--- config.mk ---
export PLATFORM = sky130hd
export DESIGN_NAME = rr_grant_ctrl
export DESIGN_NICKNAME = d
export VERILOG_FILES = /design/src/rtl/rr_grant_ctrl_pkg.sv /design/src/rtl/rr_grant_ctrl_pick.sv /design/src/rtl/rr_grant_ctrl.sv
export SDC_FILE = /design/constraint.sdc
export NUM_CORES = 1
export LEC_CHECK = 0
export ABC_AREA = 1
export CAP_MARGIN = 20
export CORE_UTILIZATION = 30
export DETAILED_ROUTE_END_ITERATION = 8
export PLACE_DENSITY_LB_ADDON = 0.15
export SKIP_CTS_REPAIR_TIMING = 1
export SLEW_MARGIN = 20
export SYNTH_ARGS = -nofsm -noshare
export SYNTH_HDL_FRONTEND = slang
export SYNTH_HIERARCHICAL = 1
export SYNTH_SLANG_ARGS = --single-unit
export TNS_END_PERCENT = 5
--- constraint.sdc ---
create_clock -name clk -period 2.4 [get_ports clk]
set_input_delay 0.6 -clock clk [delete_from_list [all_inputs] [get_ports clk]]
set_output_delay 0.6 -clock clk [all_outputs]
set_load 0.05 [all_outputs]
--- src/rtl/rr_grant_ctrl_pkg.sv ---
// Shared definitions for the round-robin grant controller: FSM encodings,
// gap counter width and the clog2 helper used to size the owner index.
package rr_grant_ctrl_pkg;

  typedef enum logic [1:0] {
    ST_IDLE  = 2'd0,
    ST_GRANT = 2'd1,
    ST_GAP   = 2'd2
  } state_e;

  localparam int GAP_W = 4;

  function automatic int clog2(input int n);
    int r;
    for (r = 0; (1 << r) < n; r++) begin
    end
    return r;
  endfunction

endpackage

--- src/rtl/rr_grant_ctrl_pick.sv ---
// Combinational round-robin picker: rotates a doubled request vector by ptr
// and priority-encodes the lowest set bit, so the search starts at ptr and wraps.
module rr_pick
  import rr_grant_ctrl_pkg::*;
#(
  parameter int PORTS = 4,
  parameter int IW    = clog2(PORTS)
) (
  input  logic [PORTS-1:0] req,
  input  logic [IW-1:0]    ptr,
  output logic [PORTS-1:0] pick,
  output logic [IW-1:0]    idx,
  output logic             any
);

  logic [2*PORTS-1:0] dbl;
  logic [PORTS-1:0]   rot;
  logic [IW:0]        off;
  logic [IW:0]        sum;

  always_comb begin
    dbl = {req, req};
    rot = PORTS'(dbl >> ptr);
    off = '0;
    any = 1'b0;
    // Descending scan so the lowest rotated offset (closest to ptr) wins.
    for (int i = PORTS - 1; i >= 0; i--) begin
      if (rot[i]) begin
        off = (IW + 1)'(i);
        any = 1'b1;
      end
    end
    sum = {1'b0, ptr} + off;
    if (sum >= (IW + 1)'(PORTS)) sum = sum - (IW + 1)'(PORTS);
    idx  = sum[IW-1:0];
    pick = '0;
    if (any) pick[idx] = 1'b1;
  end

endmodule

--- src/rtl/rr_grant_ctrl.sv ---
// Round-robin grant controller: registered one-hot grant held until the owner
// releases (req drop or ack pulse), followed by a programmable idle gap.
module rr_grant_ctrl
  import rr_grant_ctrl_pkg::*;
#(
  parameter int PORTS = 4,
  parameter int GAP   = 1,
  parameter int IW    = clog2(PORTS)
) (
  input  logic             clk,
  input  logic             rst,
  input  logic [PORTS-1:0] req,
  input  logic [PORTS-1:0] ack,
  output logic [PORTS-1:0] grant,
  output logic             busy,
  output logic [IW-1:0]    owner,
  output logic [1:0]       state_dbg
);

  // Handshake: a port asserts req (level) and keeps it until done; the owner
  // releases either by dropping req or by a one-cycle ack pulse. Both in the
  // same cycle count as one release; ack from non-owners is ignored.

  localparam logic [GAP_W-1:0] GAP_LOAD = (GAP == 0) ? '0 : GAP_W'(GAP - 1);

  state_e             state, state_d;
  logic [PORTS-1:0]   grant_d;
  logic [IW-1:0]      owner_d;
  logic [IW-1:0]      ptr, ptr_d;
  logic [GAP_W-1:0]   cnt, cnt_d;
  logic [PORTS-1:0]   pick;
  logic [IW-1:0]      pick_idx;
  logic               pick_any;

  rr_pick #(.PORTS(PORTS), .IW(IW)) u_pick (
    .req  (req),
    .ptr  (ptr),
    .pick (pick),
    .idx  (pick_idx),
    .any  (pick_any)
  );

  always_ff @(posedge clk) begin
    if (rst) begin
      state <= ST_IDLE;
      grant <= '0;
      owner <= '0;
      ptr   <= '0;
      cnt   <= '0;
    end else begin
      state <= state_d;
      grant <= grant_d;
      owner <= owner_d;
      ptr   <= ptr_d;
      cnt   <= cnt_d;
    end
  end

  always_comb begin
    state_d = state;
    grant_d = grant;
    owner_d = owner;
    ptr_d   = ptr;
    cnt_d   = cnt;
    case (state)
      ST_IDLE: begin
        if (pick_any) begin
          grant_d = pick;
          owner_d = pick_idx;
          state_d = ST_GRANT;
        end
      end
      ST_GRANT: begin
        if (!req[owner] || ack[owner]) begin
          grant_d = '0;
          ptr_d   = (owner == IW'(PORTS - 1)) ? '0 : owner + IW'(1);
          cnt_d   = GAP_LOAD;
          state_d = (GAP == 0) ? ST_IDLE : ST_GAP;
        end
      end
      ST_GAP: begin
        if (cnt == '0) state_d = ST_IDLE;
        else           cnt_d   = cnt - GAP_W'(1);
      end
      default: begin
        state_d = ST_IDLE;
        grant_d = '0;
      end
    endcase
  end

  assign busy      = (state != ST_IDLE);
  assign state_dbg = state;

endmodule

==> results_dict.tcl <==
set metrics [dict create \
    htreeDepth 1 \
    max_freq_ghz 0.451 \
    ios 19 \
    syn_area_um2 1020 \
    firstDrtPassIters 4 \
    die_height_um 60.3 \
    rsz0062_at_grt "false" \
    post-place-ws_ps -331 \
    vias 1055 \
    rows 20 \
    total_power_uw 1780 \
    arrival_ps 1620 \
    hpwlAfterDp_um 1840 \
    synth-simple-area-share_pct 44.8 \
    cts.sinks 14 \
    syn_inst 154 \
    cp_cell_sequence "clkdlybuf4s50_1" \
    cp_max_fo 5 \
    drc 0 \
    worst_skew_pair.late_latency_ps 270 \
    vias_per_cell 4.63 \
    place_area_um2 1310 \
    fin_crit_sh_pct 92.4 \
    synth_ff_type "dfxtp_1" \
    die_w_um 60.3 \
    drt_wl_total_um 2230 \
    synthTopCellsByCount "nand2_1 (31), nand3_1 (24), inv_1 (17)" \
    critical-path-slowest-cell "clkdlybuf4s50_1" \
    synth_fa_ha_area_share_pct 4.91 \
    final_cells 228 \
    start_util_pct 32.6 \
    yosys_warnings 6 \
    seq_area_frac_synth_pct 27.5 \
    synth_area_per_cell_um2 6.62 \
    ir_drop_uv 543 \
    drt_iter0_drc 29 \
    required_ps 1800 \
    fin_area_um2 1380 \
    hold_class "flop to flop" \
    routed_wire_length_per_instance_um 9.78 \
    top_usage_layer "met2" \
    track_usage_pct 13.5 \
    setup_violations 0 \
    dp_cells 224 \
    gr-usage-met2_pct 25.3 \
    yosys.area.top_type "dfxtp_1" \
    cp-start-kind "flop" \
    relSlewSlack_pct 65.8 \
    hold_viol 0 \
    skew_ps 2.55 \
    slew_violations 0 \
    crit_type "flop to output port" \
    worst_path_largest_cell_delay_ps 860 \
    grt_antenna_before_repair 0 \
    grt_first_pass_wirelength_um 3780 \
    yosysMostFrequentCell "nand2_1" \
    syn-num-nets 168 \
    async_flop_share_pct 0 \
    end_kind "output port" \
    grt_max_degree 12 \
    ys_ff_latch 14 \
    gr-total-overflow 0 \
    cts_buffer_depth 2 \
    regToRegSetupSlack_ps 350 \
    crit_family "buffers and inverters" \
    synth_top_family_by_area "simple AND/OR/NAND/NOR gates" \
    synth_area_leaders "dfxtp_1 (27%), nand3_1 (12%), nand2_1 (11%), a21oi_1 (6.4%), inv_1 (6.3%)" \
    synth_mux_area_share_pct 0 \
    tightest_slew_ps 511 \
    syn_to_final_growth_pct 35.1 \
    path_buf_inv 1 \
    fin_ws_ps 182 \
    gp_congestion 0.798 \
    status "completed" \
    cts_tree "built" \
    layout.nets 199 \
    drive_above_1_share_pct 23.9 \
    core_um2 3130 \
    synth-edff-count 0 \
    clk_transition_reported_paths_ps 80 \
    p_per_area_nw_per_um2 1290 \
    drv_cap 0 \
    synthDominantCellAreaShare_pct 27.5 \
    use_met1_pct 15.3 \
    synth.distinct_cells 25 \
    use_met3_pct 1.95 \
    ant_nets 0 \
    leakage_uw 0.000669 \
    dieArea_um2 3640 \
    cts-root-buf "clkbuf_4" \
    fin_crit_ps 2220 \
    place.port_buffers 18 \
    first_global_vias 960 \
    synth-compound-area-share_pct 10.7 \
    numCtsBuffers 3 \
    diodes 0 \
    synthXorXnorAreaFrac_pct 1.72 \
]
[cells by family (layout without fill, tap and decap cells)]
| family | count (synthesis) | count (layout) |
|---|---|---|
| compound gates | 20 | 20 |
| xor+xnor | 2 | 2 |
| fa+ha+maj | 4 | 4 |
| buf+inv | 25 | 55 |
| flops | 14 | 14 |
| simple gates | 89 | 89 |
[placed cells by master, fill, tap and decap left out]
cell	instances
inv_1	16
nand3b_1	1
clkinv_4	1
o21ai_0	2
nand3_2	2
o21bai_1	1
nand2_1	31
ha_2	1
nand2_4	4
nor2_1	15
a21oi_1	11
a21oi_2	3
nand3_4	1
ha_1	3
a21boi_1	1
buf_4	10
nand3_1	23
nor3_1	1
clkbuf_8	1
nor2_2	2
nand4_1	1
xnor2_2	1
inv_2	7
nor2_4	2
xnor2_1	1
o21ai_1	2
dlymetal6s2s_1	4
clkdlybuf4s50_1	13
dfxtp_1	14
clkbuf_4	3
nand2_2	6
[power by group]
group          switching [µW]  internal [µW]
clock                    72.4           92.2
combinational             748            470
sequential               89.4            310
total                     909            872
[layer usage]
| metal | vias up | share of wire, % |
|---|---|---|
| met5 | - | 0 |
| met4 | 0 | 0.94 |
| met3 | 4 | 2.6 |
| met2 | 14 | 51 |
| met1 | 482 | 45 |
| li1 | 555 | - |
[per-stage QoR]
step                      utilization [%]  hold WS (ps)  setup TNS (ps)
after floorplan                         -           455               0
after global placement               41.8           473           -1130
after detailed placement             41.8           475           -1490
after CTS                            43.0           490           -92.1
after global routing                 44.0           511               0
final                                44.0           489               0
[state kept, by name (all words and copies together), names as in the netlist]
register / flops
ptr: 2
grant: 4
state_dbg: 2
cnt: 4
owner: 2
[worst paths after layout]
path	start	endpoint	depth (start not counted)
min reg2reg	cnt[1]	cnt[1]	2
min	cnt[1]	cnt[1]	2
max	state_dbg[0]	state_dbg[0]	1
max reg2reg	ptr[0]	grant[2]	14
[layout make-up]
class | count | area (µm²)
Clock buffer | 4 | 36.3
Fill cell | 339 | 1750
Inverter | 24 | 95.1
Multi-Input combinational cell | 115 | 656
Sequential cell | 14 | 280
Tap cell | 44 | 55.1
Timing Repair Buffer | 27 | 255
No activity file was read; power rests on OpenSTA's default activity.
